[src/rtl/voice_alloc.sv]
// Polyphonic voice allocator: maps note-on/off events onto a fixed voice pool
// using a one-voice-per-clock scan, with a one-entry pending buffer and
// oldest-voice stealing.
module voice_alloc #(
   parameter int unsigned VOICES = 4
) (
   input  logic                  clk,
   input  logic                  rst,
   input  logic                  note_on,
   input  logic                  note_off,
   input  logic                  all_off,
   input  logic [6:0]            note,
   input  logic [6:0]            velocity,
   output logic [VOICES-1:0]     voice_gate,
   output logic [7*VOICES-1:0]   voice_note,
   output logic [7*VOICES-1:0]   voice_vel,
   output logic [VOICES-1:0]     voice_trig,
   output logic                  steal,
   output logic                  busy,
   output logic                  overflow
);

   localparam int unsigned AW = (VOICES > 1) ? $clog2(VOICES) : 1;
   localparam logic [1:0] IDLE  = 2'd0;
   localparam logic [1:0] SCAN  = 2'd1;
   localparam logic [1:0] APPLY = 2'd2;

   typedef logic [AW-1:0] idx_t;

   logic [1:0]        state_q, state_d;
   idx_t              idx_q, idx_d;
   logic              cur_on_q, cur_on_d;
   logic [6:0]        cur_note_q, cur_note_d;
   logic [6:0]        cur_vel_q, cur_vel_d;
   logic              pend_valid_q, pend_valid_d;
   logic              pend_on_q, pend_on_d;
   logic [6:0]        pend_note_q, pend_note_d;
   logic [6:0]        pend_vel_q, pend_vel_d;
   logic              m_found_q, m_found_d;
   idx_t              m_idx_q, m_idx_d;
   logic              f_found_q, f_found_d;
   idx_t              f_idx_q, f_idx_d;
   idx_t              f_age_q, f_age_d;
   idx_t              o_idx_q, o_idx_d;
   idx_t              o_age_q, o_age_d;
   logic [VOICES-1:0] gate_q, gate_d;
   logic [6:0]        note_q [VOICES];
   logic [6:0]        note_d [VOICES];
   logic [6:0]        vel_q [VOICES];
   logic [6:0]        vel_d [VOICES];
   idx_t              age_q [VOICES];
   idx_t              age_d [VOICES];
   logic [VOICES-1:0] trig_q, trig_d;
   logic              steal_q, steal_d;
   logic              ovf_q, ovf_d;

   logic              ev, ev_on, start, do_touch;
   idx_t              tgt, old_age;

   // A velocity-0 note-on, or on+off together, counts as OFF.
   assign ev    = note_on | note_off;
   assign ev_on = note_on & ~note_off & (velocity != 7'd0);

   // Next-state logic: event capture, pending buffer, scan trackers and apply.
   always_comb begin
      state_d      = state_q;
      idx_d        = idx_q;
      cur_on_d     = cur_on_q;
      cur_note_d   = cur_note_q;
      cur_vel_d    = cur_vel_q;
      pend_valid_d = pend_valid_q;
      pend_on_d    = pend_on_q;
      pend_note_d  = pend_note_q;
      pend_vel_d   = pend_vel_q;
      m_found_d    = m_found_q;
      m_idx_d      = m_idx_q;
      f_found_d    = f_found_q;
      f_idx_d      = f_idx_q;
      f_age_d      = f_age_q;
      o_idx_d      = o_idx_q;
      o_age_d      = o_age_q;
      gate_d       = gate_q;
      note_d       = note_q;
      vel_d        = vel_q;
      age_d        = age_q;
      trig_d       = '0;
      steal_d      = 1'b0;
      ovf_d        = ovf_q;
      start        = 1'b0;
      do_touch     = 1'b0;
      tgt          = '0;
      old_age      = '0;

      if (all_off) begin
         // Release everything; the coincident event and any pending one are lost.
         gate_d       = '0;
         state_d      = IDLE;
         pend_valid_d = 1'b0;
      end else begin
         // Events arriving mid-processing go to the single pending slot.
         if (ev && state_q != IDLE) begin
            if (pend_valid_q) begin
               ovf_d = 1'b1;
            end else begin
               pend_valid_d = 1'b1;
               pend_on_d    = ev_on;
               pend_note_d  = note;
               pend_vel_d   = velocity;
            end
         end

         case (state_q)
            IDLE: begin
               if (pend_valid_q) begin
                  start        = 1'b1;
                  cur_on_d     = pend_on_q;
                  cur_note_d   = pend_note_q;
                  cur_vel_d    = pend_vel_q;
                  pend_valid_d = ev;
                  if (ev) begin
                     pend_on_d   = ev_on;
                     pend_note_d = note;
                     pend_vel_d  = velocity;
                  end
               end else if (ev) begin
                  start      = 1'b1;
                  cur_on_d   = ev_on;
                  cur_note_d = note;
                  cur_vel_d  = velocity;
               end
            end
            SCAN: begin
               if (!m_found_q && gate_q[idx_q] && note_q[idx_q] == cur_note_q) begin
                  m_found_d = 1'b1;
                  m_idx_d   = idx_q;
               end
               if (!gate_q[idx_q] && (!f_found_q || age_q[idx_q] > f_age_q)) begin
                  f_found_d = 1'b1;
                  f_idx_d   = idx_q;
                  f_age_d   = age_q[idx_q];
               end
               if (idx_q == '0 || age_q[idx_q] > o_age_q) begin
                  o_idx_d = idx_q;
                  o_age_d = age_q[idx_q];
               end
               if (idx_q == idx_t'(VOICES - 1)) begin
                  state_d = APPLY;
               end else begin
                  idx_d = idx_q + 1'b1;
               end
            end
            APPLY: begin
               tgt = m_found_q ? m_idx_q : (f_found_q ? f_idx_q : o_idx_q);
               if (cur_on_q) begin
                  gate_d[tgt] = 1'b1;
                  note_d[tgt] = cur_note_q;
                  vel_d[tgt]  = cur_vel_q;
                  trig_d[tgt] = 1'b1;
                  steal_d     = ~m_found_q & ~f_found_q;
                  do_touch    = 1'b1;
               end else if (m_found_q) begin
                  // Note and velocity stay so the release tail keeps its pitch.
                  gate_d[tgt] = 1'b0;
                  do_touch    = 1'b1;
               end
               state_d = IDLE;
            end
            default: state_d = IDLE;
         endcase

         if (start) begin
            state_d   = SCAN;
            idx_d     = '0;
            m_found_d = 1'b0;
            f_found_d = 1'b0;
            f_age_d   = '0;
            o_idx_d   = '0;
            o_age_d   = '0;
         end

         // Touched voice becomes most recent; younger ranks shift up by one.
         if (do_touch) begin
            old_age = age_q[tgt];
            for (int j = 0; j < VOICES; j++) begin
               if (idx_t'(j) == tgt) begin
                  age_d[j] = '0;
               end else if (age_q[j] < old_age) begin
                  age_d[j] = age_q[j] + 1'b1;
               end
            end
         end
      end
   end

   // State registers with asynchronous reset.
   always_ff @(posedge clk or posedge rst) begin
      if (rst) begin
         state_q      <= IDLE;
         idx_q        <= '0;
         cur_on_q     <= 1'b0;
         cur_note_q   <= '0;
         cur_vel_q    <= '0;
         pend_valid_q <= 1'b0;
         pend_on_q    <= 1'b0;
         pend_note_q  <= '0;
         pend_vel_q   <= '0;
         m_found_q    <= 1'b0;
         m_idx_q      <= '0;
         f_found_q    <= 1'b0;
         f_idx_q      <= '0;
         f_age_q      <= '0;
         o_idx_q      <= '0;
         o_age_q      <= '0;
         gate_q       <= '0;
         trig_q       <= '0;
         steal_q      <= 1'b0;
         ovf_q        <= 1'b0;
         for (int i = 0; i < VOICES; i++) begin
            note_q[i] <= '0;
            vel_q[i]  <= '0;
            age_q[i]  <= idx_t'(VOICES - 1 - i);
         end
      end else begin
         state_q      <= state_d;
         idx_q        <= idx_d;
         cur_on_q     <= cur_on_d;
         cur_note_q   <= cur_note_d;
         cur_vel_q    <= cur_vel_d;
         pend_valid_q <= pend_valid_d;
         pend_on_q    <= pend_on_d;
         pend_note_q  <= pend_note_d;
         pend_vel_q   <= pend_vel_d;
         m_found_q    <= m_found_d;
         m_idx_q      <= m_idx_d;
         f_found_q    <= f_found_d;
         f_idx_q      <= f_idx_d;
         f_age_q      <= f_age_d;
         o_idx_q      <= o_idx_d;
         o_age_q      <= o_age_d;
         gate_q       <= gate_d;
         note_q       <= note_d;
         vel_q        <= vel_d;
         age_q        <= age_d;
         trig_q       <= trig_d;
         steal_q      <= steal_d;
         ovf_q        <= ovf_d;
      end
   end

   // Output packing.
   always_comb begin
      for (int i = 0; i < VOICES; i++) begin
         voice_note[7*i +: 7] = note_q[i];
         voice_vel[7*i +: 7]  = vel_q[i];
      end
   end

   assign voice_gate = gate_q;
   assign voice_trig = trig_q;
   assign steal      = steal_q;
   assign overflow   = ovf_q;
   assign busy       = (state_q != IDLE) | pend_valid_q;

endmodule
[config.mk]
export PLATFORM = sky130hd
export DESIGN_NAME = voice_alloc
export DESIGN_NICKNAME = d
export VERILOG_FILES = /design/src/rtl/voice_alloc.sv
export SDC_FILE = /design/constraint.sdc
export NUM_CORES = 1
export LEC_CHECK = 0
export CORE_UTILIZATION = 45
export CTS_CLUSTER_DIAMETER = 40
export CTS_CLUSTER_SIZE = 12
export DETAILED_ROUTE_END_ITERATION = 10
export MAX_ROUTING_LAYER = met4
export PLACE_DENSITY = 0.8
export SETUP_SLACK_MARGIN = 0.2
export SLEW_MARGIN = 15
export SYNTH_ARGS = -nofsm -noshare
export SYNTH_HDL_FRONTEND = slang
export SYNTH_SLANG_ARGS = --single-unit
export TNS_END_PERCENT = 10
[constraint.sdc]
create_clock -name clk -period 3.6 [get_ports clk]
set_input_delay 0.72 -clock clk [delete_from_list [all_inputs] [get_ports clk]]
set_output_delay 0.72 -clock clk [all_outputs]
set_load 0.1 [all_outputs]
-- Yosys cells after proc, flatten, opt, wreduce, memory -nomap -nowiden
Index checks and enable logic that the tools add are counted.
- register bits: 121
- input port bits: 19
- output and inout port bits: 67
- word-level logic and storage cells: 211
- add/subtract/negate cells: 5
- order comparisons: 13
- equal/unequal tests: 10
- multiplexer cells: 94
- bitwise operators: 15
- reduce and logical (&&, ||, !) cells: 42
- operators with widths (kind ; count):
    $mux W7 ; 17
    $mux W2 ; 31
    $bwmux W28 ; 2
    $reduce_and A3 Y1 ; 13
    $mux W1 ; 30
    $mux W4 ; 7
    $reduce_bool A2 Y1 ; 11
    $bmux W7 S2 ; 1
    $demux W7 S2 ; 1
    $add A2 B1 Y2 const B ; 5
    $ge A3 B3 Y1 const B ; 3
    $not A2 Y3 ; 3
    $bmux W2 S2 ; 2
    $lt A2 B2 Y1 ; 4
    $eq A7 B7 Y1 ; 1
    $reduce_bool A7 Y1 ; 1
    $logic_and A1 B1 Y1 ; 6
    $logic_not A2 Y1 ; 3
    $lt A2 B3 Y1 const B ; 2
    $and A4 B4 Y4 ; 1
    $eq A2 B2 Y1 const A ; 2
    $eq A2 B2 Y1 const B ; 2
    $gt A2 B2 Y1 ; 2
    $ne A4 B4 Y1 const B ; 1
    18 further kinds ; 28

-- Longest topological paths before layout
Gate-level depths: netlist of the first run.
- depth in word-level cells: 12
- mapped depth: 10
- mapped depth without buffers: 9

-- Worst setup path before layout of the first run
OpenSTA, ideal clock, no wires.
- kind: register -> register
- start point: register idx_q[0]
- end point: register o_age_q[1]
- library setup time: 0.125 ns
- arrival time: 2.479 ns
- path slack: 0.996 ns
- stages on the path, launching flop included: 9
- buffers on the path: 1
- clock period less this slack: 2.604 ns
- path through: dfrtp_1 > buf_2 > mux4_2 > ha_1 > a21oi_1 > a21oi_1 > o21a_1 > nor2_1 > mux2_2
- cells in the longest elaborated chain, start to end: 8
- elaborated cells on any way between the ends: 12
- those cells by class: 1 x order compare; 6 x mux; 1 x bitwise; 4 x reduce/logical
- RTL lines (element ; line ; RTL):
    start, declared ; 31 ; idx_t idx_q, idx_d;
    start signal, assigned ; 225 ; idx_q <= idx_d;
    $not A2 Y3 (not written as such) ; 142, 144 ;
    $bmux W2 S2 ; 142, 144 ;
    $mux W2 (not written as such) (2 in a row) ; 142, 144 ;
    $gt A2 B2 Y1 ; 142 ; if (idx_q == '0 || age_q[idx_q] > o_age_q) begin
    $logic_or A1 B1 Y1 ; 142 ;
    $reduce_bool A2 Y1 (no source line) ; n/a ;
    $reduce_and A3 Y1 (no source line) ; n/a ;
    end signal, assigned ; 239 ; o_age_q <= o_age_d;
    end, declared ; 45 ; idx_t o_age_q, o_age_d;
Parallel ways exist; a longest one is shown, timed or not. The select of a mux whose other input is x is not followed.
A chain may end at the register's enable or synchronous reset.

-- Final worst setup path of the first run
- start point: register idx_q[0]
- end point: register f_age_q[1]
- cells in the longest elaborated chain, start to end: 9
- elaborated cells on any way between the ends: 15
- those cells by class: 1 x order compare; 8 x mux; 1 x bitwise; 5 x reduce/logical
- RTL lines (element ; line ; RTL):
    $not A2 Y3 (not written as such) ; 137, 140 ;
    $bmux W2 S2 ; 137, 140 ;
    $mux W2 (not written as such) (2 in a row) ; 137, 140 ;
    $gt A2 B2 Y1 ; 137 ; if (!gate_q[idx_q] && (!f_found_q || age_q[idx_q] > f_age_q)) begin
    $logic_or A1 B1 Y1 ; 137 ;
    $logic_and A1 B1 Y1 ; 137 ;
    $reduce_bool A2 Y1 (no source line) ; n/a ;
    $reduce_and A3 Y1 (no source line) ; n/a ;
    end signal, assigned ; 237 ; f_age_q <= f_age_d;
    end, declared ; 43 ; idx_t f_age_q, f_age_d;
Parallel ways exist; a longest one is shown, timed or not. The select of a mux whose other input is x is not followed.

==> flow_metrics.tcl, run 1 <==
set metrics [dict create \
    run_status "finished, final reports clean" \
    die-area_mm2 0.0128 \
    drt-total-wl_mm 13.2 \
    grt.total_usage_pct 23.0 \
    clk_latency_ns 0.41 \
    place_hpwl_mm 8.75 \
    cts-root-buf "sky130_fd_sc_hd__clkbuf_16" \
    pin_count_of_the_biggest_net_entering_global_routing 72 \
    timing.final.hold_violations 0 \
    layout_min_cycle_time_ns 2.89 \
    cts_tree "done" \
    num_io_pins 86 \
    count_of_flip_flops_with_a_built_in_enable_after_synthesis 0 \
    clock.fmax_mhz 346 \
    route.detailed.drc 0 \
    grt_pass1_vias 4215 \
    dpl_cell_area_mm2 0.00662 \
    timing.slew.headroom_pct 31.4 \
    clkSinkCount 121 \
    cts_setup_buffers 0 \
    ctsResizeCount 0 \
    synth.avg_cell_area_um2 12.6 \
    layout_cell_share_with_drive_strength_beyond_1_pct 27.1 \
    worst_hold_path_type "reg -> reg" \
    fin_worst_skew_ns 0.00697 \
    setup_viol_count_final 0 \
    drt-wirelength-per-cell_um 18.5 \
    postSynthRegisterBits 121 \
    critical_path_class "reg -> reg" \
    fin_setup_tns_ns 0 \
    yosysTopAreaCell "sky130_fd_sc_hd__dfrtp_1" \
    cp_data_arrival_time_ns 3.19 \
    grt_antenna_before_repair 0 \
    grt_overflow 0 \
    fp-row-count 40 \
    power_per_cell_area_mw_per_mm2 626 \
    cp-start-kind "register" \
    final.hold.worst_slack_ns 0.498 \
    worst-slew-pin-transition_ns 1.03 \
    worst_setup_hold_path_clk_slew_ns 0.05 \
    yosysUniqueCellTypes 59 \
    critical_path.max_fanout 9 \
    finalWeightedCongestion 0.825 \
    die-width_um 113 \
    path_cells "mux4_2 -> ha_1 -> nor2b_1 -> o21ai_0 -> a21oi_1 -> nand2_1 -> and3_1 -> a31o_2" \
    tritoncts.num_buffers 17 \
    num-nets-final 559 \
    synth_top_area_share_pct 52.5 \
    async_s_r_ff_share_synth_pct 100 \
    drt_pass1_iterations 4 \
    cp_data_required_time_ns 3.90 \
    cts_max_path_buffers 2 \
    end_kind "register" \
    synthFlopType "sky130_fd_sc_hd__dfrtp_1" \
    synth.cell_area_mm2 0.00557 \
    final_antenna_net_count 0 \
    port_buffers 85 \
    unrepaired_setup_endpoints_after_global_routing "false" \
    ctsHtreeMaxLevel 4 \
    setup_ws_final_ns 0.708 \
    ir_worst_vdd_uv 409 \
    synthTopCellsByArea "sky130_fd_sc_hd__dfrtp_1, sky130_fd_sc_hd__mux2_2, sky130_fd_sc_hd__mux4_2" \
    die_h_um 113 \
    totalPowerFinal_mw 4.51 \
    syn_nets 466 \
    static-leakage-power_nw 3.14 \
    n_fill_cell 939 \
    critical-path-slowest-cell "sky130_fd_sc_hd__dfrtp_1" \
    diodes 0 \
    maxCapViolations 0 \
    synth_seq_area_share_pct 54.4 \
    first_pass_grt_wire_length_mm 21.8 \
    detailedPlace.worstSlack_ns 0.643 \
    warnings_synthesis 0 \
    floorplan.initialDensity_pct 46.2 \
    cts_hold_repair.buffers 0 \
    layout_worst_path_cycle_share_pct 80.3 \
    drt-vias-per-instance 5.53 \
    syn-instance-count 441 \
    layout-area-overhead-vs-synth_pct 29.3 \
    dr.first_iter.drc_count 199 \
    timing.critical_path.slowest_cell_delay_ns 0.71 \
    report.final.slew_viol_count 0 \
    final_cell_area_mm2 0.00720 \
    detailroute.via_count 3955 \
    placeableCoreArea_mm2 0.0121 \
]
==> cells by family (layout without fill, tap and decap cells) <==
| group | Yosys count | count (layout) | share of synthesized area [%] |
|---|---|---|---|
| multiplexers | 102 | 102 | 22.3 |
| XOR/XNOR | 7 | 7 | 1.10 |
| AND/OR/NAND/NOR | 90 | 90 | 8.40 |
| buffers and inverters | 38 | 144 | 2.92 |
| adder cells (fa/ha/maj) | 6 | 6 | 1.35 |
| AO/OA/AOI/OAI | 77 | 77 | 9.54 |
| flip-flops | 121 | 121 | 54.4 |
==> critical path: cells and delay by family, from the launching register on <==
| family | cells | cell delay [ns] |
|---|---|---|
| AND/OR/NAND/NOR | 3 | 0.58 |
| multiplexers | 1 | 0.64 |
| flip-flops | 1 | 0.71 |
| AO/OA/AOI/OAI | 3 | 0.53 |
| adder cells (fa/ha/maj) | 1 | 0.32 |
==> synth_stat cells (all sizes together), types with 6 or more instances <==
library cell,n
ha,6
nor3,8
dfrtp,117
a21oi,17
inv,18
mux2,75
nand2,33
mux2i,17
o21ai,25
clkbuf,10
nor2,18
buf,10
mux4,10
==> final cells by class <==
class | instances | area, um2 | area share [%]
Timing Repair Buffer | 94 | 928 | 12.9
Tap cell | 168 | 210 | 2.92
Clock inverter | 10 | 91.3 | 1.27
Multi-Input combinational cell | 282 | 2380 | 33.0
Clock buffer | 22 | 494 | 6.86
Sequential cell | 121 | 3030 | 42.1
Inverter | 18 | 71.3 | 0.990
==> final timing paths <==
kind | startpoint | endpoint | slack (ns) | cells after the start
worst max-delay path | idx_q[0]$_DFFE_PP0P_ | f_age_q[1]$_DFFE_PP0P_ | 0.71 | 8
worst min-delay path | overflow$_DFFE_PP0P_ | overflow$_DFFE_PP0P_ | 0.50 | 1
worst max register to register | idx_q[0]$_DFFE_PP0P_ | f_age_q[1]$_DFFE_PP0P_ | 0.71 | 8
worst min register to register | overflow$_DFFE_PP0P_ | overflow$_DFFE_PP0P_ | 0.50 | 1
max in group asynchronous | rst | voice_vel[5]$_DFFE_PP0P_ | 2.16 | 3
min in group asynchronous | rst | overflow$_DFFE_PP0P_ | 0.67 | 2
==> metrics by stage <==
| step | instances | util, % |
|---|---|---|
| 2_1_floorplan | 441 | - |
| 3_3_place_gp | 683 | 54.9 |
| 3_5_place_dp | 683 | 54.9 |
| 4_1_cts | 715 | 59.7 |
| 5_1_grt | 715 | 59.7 |
| 6_report | 715 | 59.7 |
==> registers in the layout, indices dropped and copies added (netlist names), 4 cells and up <==
signal and count:
age_q 8, voice_trig 4, pend_vel_q 7, voice_note 28, cur_note_q 7, voice_gate 4
cur_vel_q 7, voice_vel 28, pend_note_q 7
==> cells in the final DEF, fill, tap and decap left out, types with 3 or more instances in the layout <==
cell	count
sky130_fd_sc_hd__clkbuf_8	5
sky130_fd_sc_hd__clkinvlp_4	6
sky130_fd_sc_hd__mux2_2	75
sky130_fd_sc_hd__nand2_1	33
sky130_fd_sc_hd__dfrtp_1	117
sky130_fd_sc_hd__mux2i_1	17
sky130_fd_sc_hd__nor3_1	6
sky130_fd_sc_hd__a21oi_1	17
sky130_fd_sc_hd__o21ai_0	24
sky130_fd_sc_hd__mux4_2	10
sky130_fd_sc_hd__buf_4	9
sky130_fd_sc_hd__nor2_1	16
sky130_fd_sc_hd__inv_1	17
sky130_fd_sc_hd__a311oi_1	4
sky130_fd_sc_hd__a32o_1	3
sky130_fd_sc_hd__dfstp_2	4
sky130_fd_sc_hd__nand2b_1	4
sky130_fd_sc_hd__nor2b_1	3
sky130_fd_sc_hd__ha_1	6
sky130_fd_sc_hd__clkinv_2	3
sky130_fd_sc_hd__xnor2_1	5
sky130_fd_sc_hd__a22oi_1	3
sky130_fd_sc_hd__nand3_1	4
sky130_fd_sc_hd__clkdlybuf4s50_1	84
sky130_fd_sc_hd__clkbuf_16	17
==> report_power, final <==
part	internal, mW	leakage (nW)	switching [mW]	total (mW)
clock	1.04	0.277	0.601	1.64
combinational	0.394	1.26	0.575	0.969
sequential	1.60	1.60	0.304	1.90
==> layer usage <==
layer / share of wire [%] / GRT usage [%]
met1: 43 / 28.6
met4: 1.1 / 6.40
met5: 0 / -
met3: 7.1 / 7.45
met2: 49 / 36.2
No activity file was read; power rests on OpenSTA's default activity.
==> inputs of run 2 (changes only) <==
==> constraint.sdc (replaced) <==
create_clock -name clk -period 2.3 [get_ports clk]
set_input_delay 0.46 -clock clk [delete_from_list [all_inputs] [get_ports clk]]
set_output_delay 0.46 -clock clk [all_outputs]
set_load 0.1 [all_outputs]
==> run 2 against run 1 <==
  * Die area unchanged
  * Utilization increased by 4.9 points
  * Critical endpoint is now m_idx_q[1]$_DFFE_PP0P_
  * The flow now finishes with violations (negative setup slack)
  * Setup slack got worse by 0.74 ns
  * Final area increased by 8.1%
==> flow_metrics.tcl, run 2 (synthesis results as in run 1) <==
set metrics [dict create \
    run_status "finished, violations left" \
    failing_checks "negative setup slack" \
    end_of_the_worst_register_to_register_path "m_idx_q[1]$_DFFE_PP0P_" \
    worst_setup_hold_path_clk_slew_ns 0.05 \
    critical-path-slowest-cell "sky130_fd_sc_hd__mux4_2" \
    cp_data_required_time_ns 2.59 \
    layout_utilization_pct 64.6 \
    cts_tree "done" \
    num_io_pins 86 \
    drt_pass1_iterations 5 \
    crit_start "idx_q[0]$_DFFE_PP0P_" \
    finalWeightedCongestion 0.857 \
    detailroute.via_count 4176 \
    critical_path.reg2reg.startpoint "idx_q[0]$_DFFE_PP0P_" \
    critPathCapture "m_idx_q[1]$_DFFE_PP0P_" \
    diodes 0 \
    mostFrequentLayoutCells "sky130_fd_sc_hd__dfrtp_1, sky130_fd_sc_hd__buf_4, sky130_fd_sc_hd__mux2_2, sky130_fd_sc_hd__nand2_1, sky130_fd_sc_hd__o21ai_0" \
    drt-vias-per-instance 5.41 \
    path_common_cell "sky130_fd_sc_hd__buf_12" \
    critical_path.max_fanout 6 \
    timing.reg2reg.setup_slack_ns -0.03 \
    cts_hold_repair.buffers 0 \
    power_per_cell_area_mw_per_mm2 958 \
    die-width_um 113 \
    worst_hold_path_type "in -> async" \
    r2r.worst_path.cells 8 \
    totalPowerFinal_mw 7.47 \
    path_cells "buf_12 -> buf_12 -> mux4_2 -> xnor2_1 -> nand4_1 -> nor4_2 -> buf_4 -> mux2_4" \
    fp-row-count 40 \
    dr.first_iter.drc_count 293 \
    worst-slew-pin-transition_ns 0.396 \
    floorplan.initialDensity_pct 46.2 \
    maxCapViolations 0 \
    grt_pass1_vias 4354 \
    clkSinkCount 121 \
    layout-area-overhead-vs-synth_pct 39.8 \
    cts-root-buf "sky130_fd_sc_hd__clkbuf_16" \
    num-nets-final 617 \
    static-leakage-power_nw 3.62 \
    grt.total_usage_pct 23.4 \
    timing.final.hold_violations 0 \
    unrepaired_setup_endpoints_after_global_routing "true" \
    end_kind "register" \
    n_fill_cell 865 \
    port_buffers 85 \
    layout_cell_share_with_drive_strength_beyond_1_pct 49.5 \
    route.detailed.drc 0 \
    drt-wirelength-per-cell_um 18.2 \
    die-area_mm2 0.0128 \
    cp_data_arrival_time_ns 2.62 \
    timing.slew.headroom_pct 73.5 \
    grt_antenna_before_repair 0 \
    ir_worst_vdd_uv 591 \
    grt_overflow 0 \
    leading_cell_type_in_the_layout_fill_and_taps_excluded "sky130_fd_sc_hd__dfrtp_1" \
    final_antenna_net_count 0 \
    place_hpwl_mm 9.35 \
    setup_viol_count_final 2 \
    cts_max_path_buffers 2 \
    ctsHtreeMaxLevel 4 \
    layout_worst_path_cycle_share_pct 101 \
    first_pass_grt_wire_length_mm 22.0 \
    critical_path_class "reg -> reg" \
    setup_ws_final_ns -0.0335 \
    clock.fmax_mhz 429 \
    clk_latency_ns 0.41 \
    layout_min_cycle_time_ns 2.33 \
    cp-start-kind "register" \
    pin_count_of_the_biggest_net_entering_global_routing 70 \
    placeableCoreArea_mm2 0.0121 \
    die_h_um 113 \
    tritoncts.num_buffers 17 \
    drt-total-wl_mm 14.1 \
    fin_worst_skew_ns 0.00897 \
    timing.critical_path.slowest_cell_delay_ns 0.50 \
    report.final.slew_viol_count 0 \
]
run 2: final cells by class:
class                      count  area [um2]  area share (%)
clock buffer                  22         444            5.70
clock inverter                 9        77.6           0.996
inverter                      18        71.3           0.915
multi-input combinational    282        2590            33.2
sequential                   121        3040            39.0
tap                          168         210            2.70
timing repair buffer         152        1360            17.5
run 2: repair_timing:
action / CTS / global route
resized for setup: 21 / 34
cloned: 0 / 0
setup buffers: 17 / 1
pin swaps: 14 / 17
setup endpoints to repair: 50 / 57
hold endpoints to repair: 0 / 0
run 2: worst max-delay path, delay by kind of cell (launching register included):
family	cells	cell delay (ns)
XOR/XNOR	1	0.19
buffers and inverters	3	0.43
flip-flops	1	0.41
multiplexers	2	0.80
AND/OR/NAND/NOR	2	0.37
run 2: metal layers:
layer / GRT usage (%) / wire, um / up-vias
li1: - / - / 1906
met1: 28.4 / 5820 / 2115
met2: 37.3 / 7170 / 138
met3: 7.55 / 915 / 17
met4: 7.54 / 182 / 0
met5: - / 0 / -
run 2: worst min path at each step:
stage	start	cells past startpoint	to	slack, ns
after floorplan	f_idx_q[0]$_DFFE_PP0P_	2	f_idx_q[0]$_DFFE_PP0P_	0.46
after global placement	f_idx_q[0]$_DFFE_PP0P_	2	f_idx_q[0]$_DFFE_PP0P_	0.49
after detailed placement	f_idx_q[0]$_DFFE_PP0P_	2	f_idx_q[0]$_DFFE_PP0P_	0.48
after CTS	rst	3	pend_valid_q$_DFF_PP0_	0.51
after global routing	rst	3	pend_valid_q$_DFF_PP0_	0.52
final	rst	3	pend_valid_q$_DFF_PP0_	0.50
run 2: power breakdown:
group	switching [mW]	total (mW)	internal [mW]
logic	1.12	2.15	1.03
registers	0.437	2.95	2.51
clock network	0.903	2.37	1.46
run 2: per-stage QoR:
step	hold slack [ns]	instances	setup slack, ns	setup TNS [ns]	instance area [um2]
after floorplan	0.458	441	-0.304	-3.43	5580
after global placement	0.485	723	-0.0383	-0.0383	6840
after detailed placement	0.483	723	-0.113	-0.488	6840
after CTS	0.508	771	0.0313	0	7620
after global routing	0.521	772	-0.117	-0.332	7790
final	0.500	772	-0.0335	-0.0466	7790
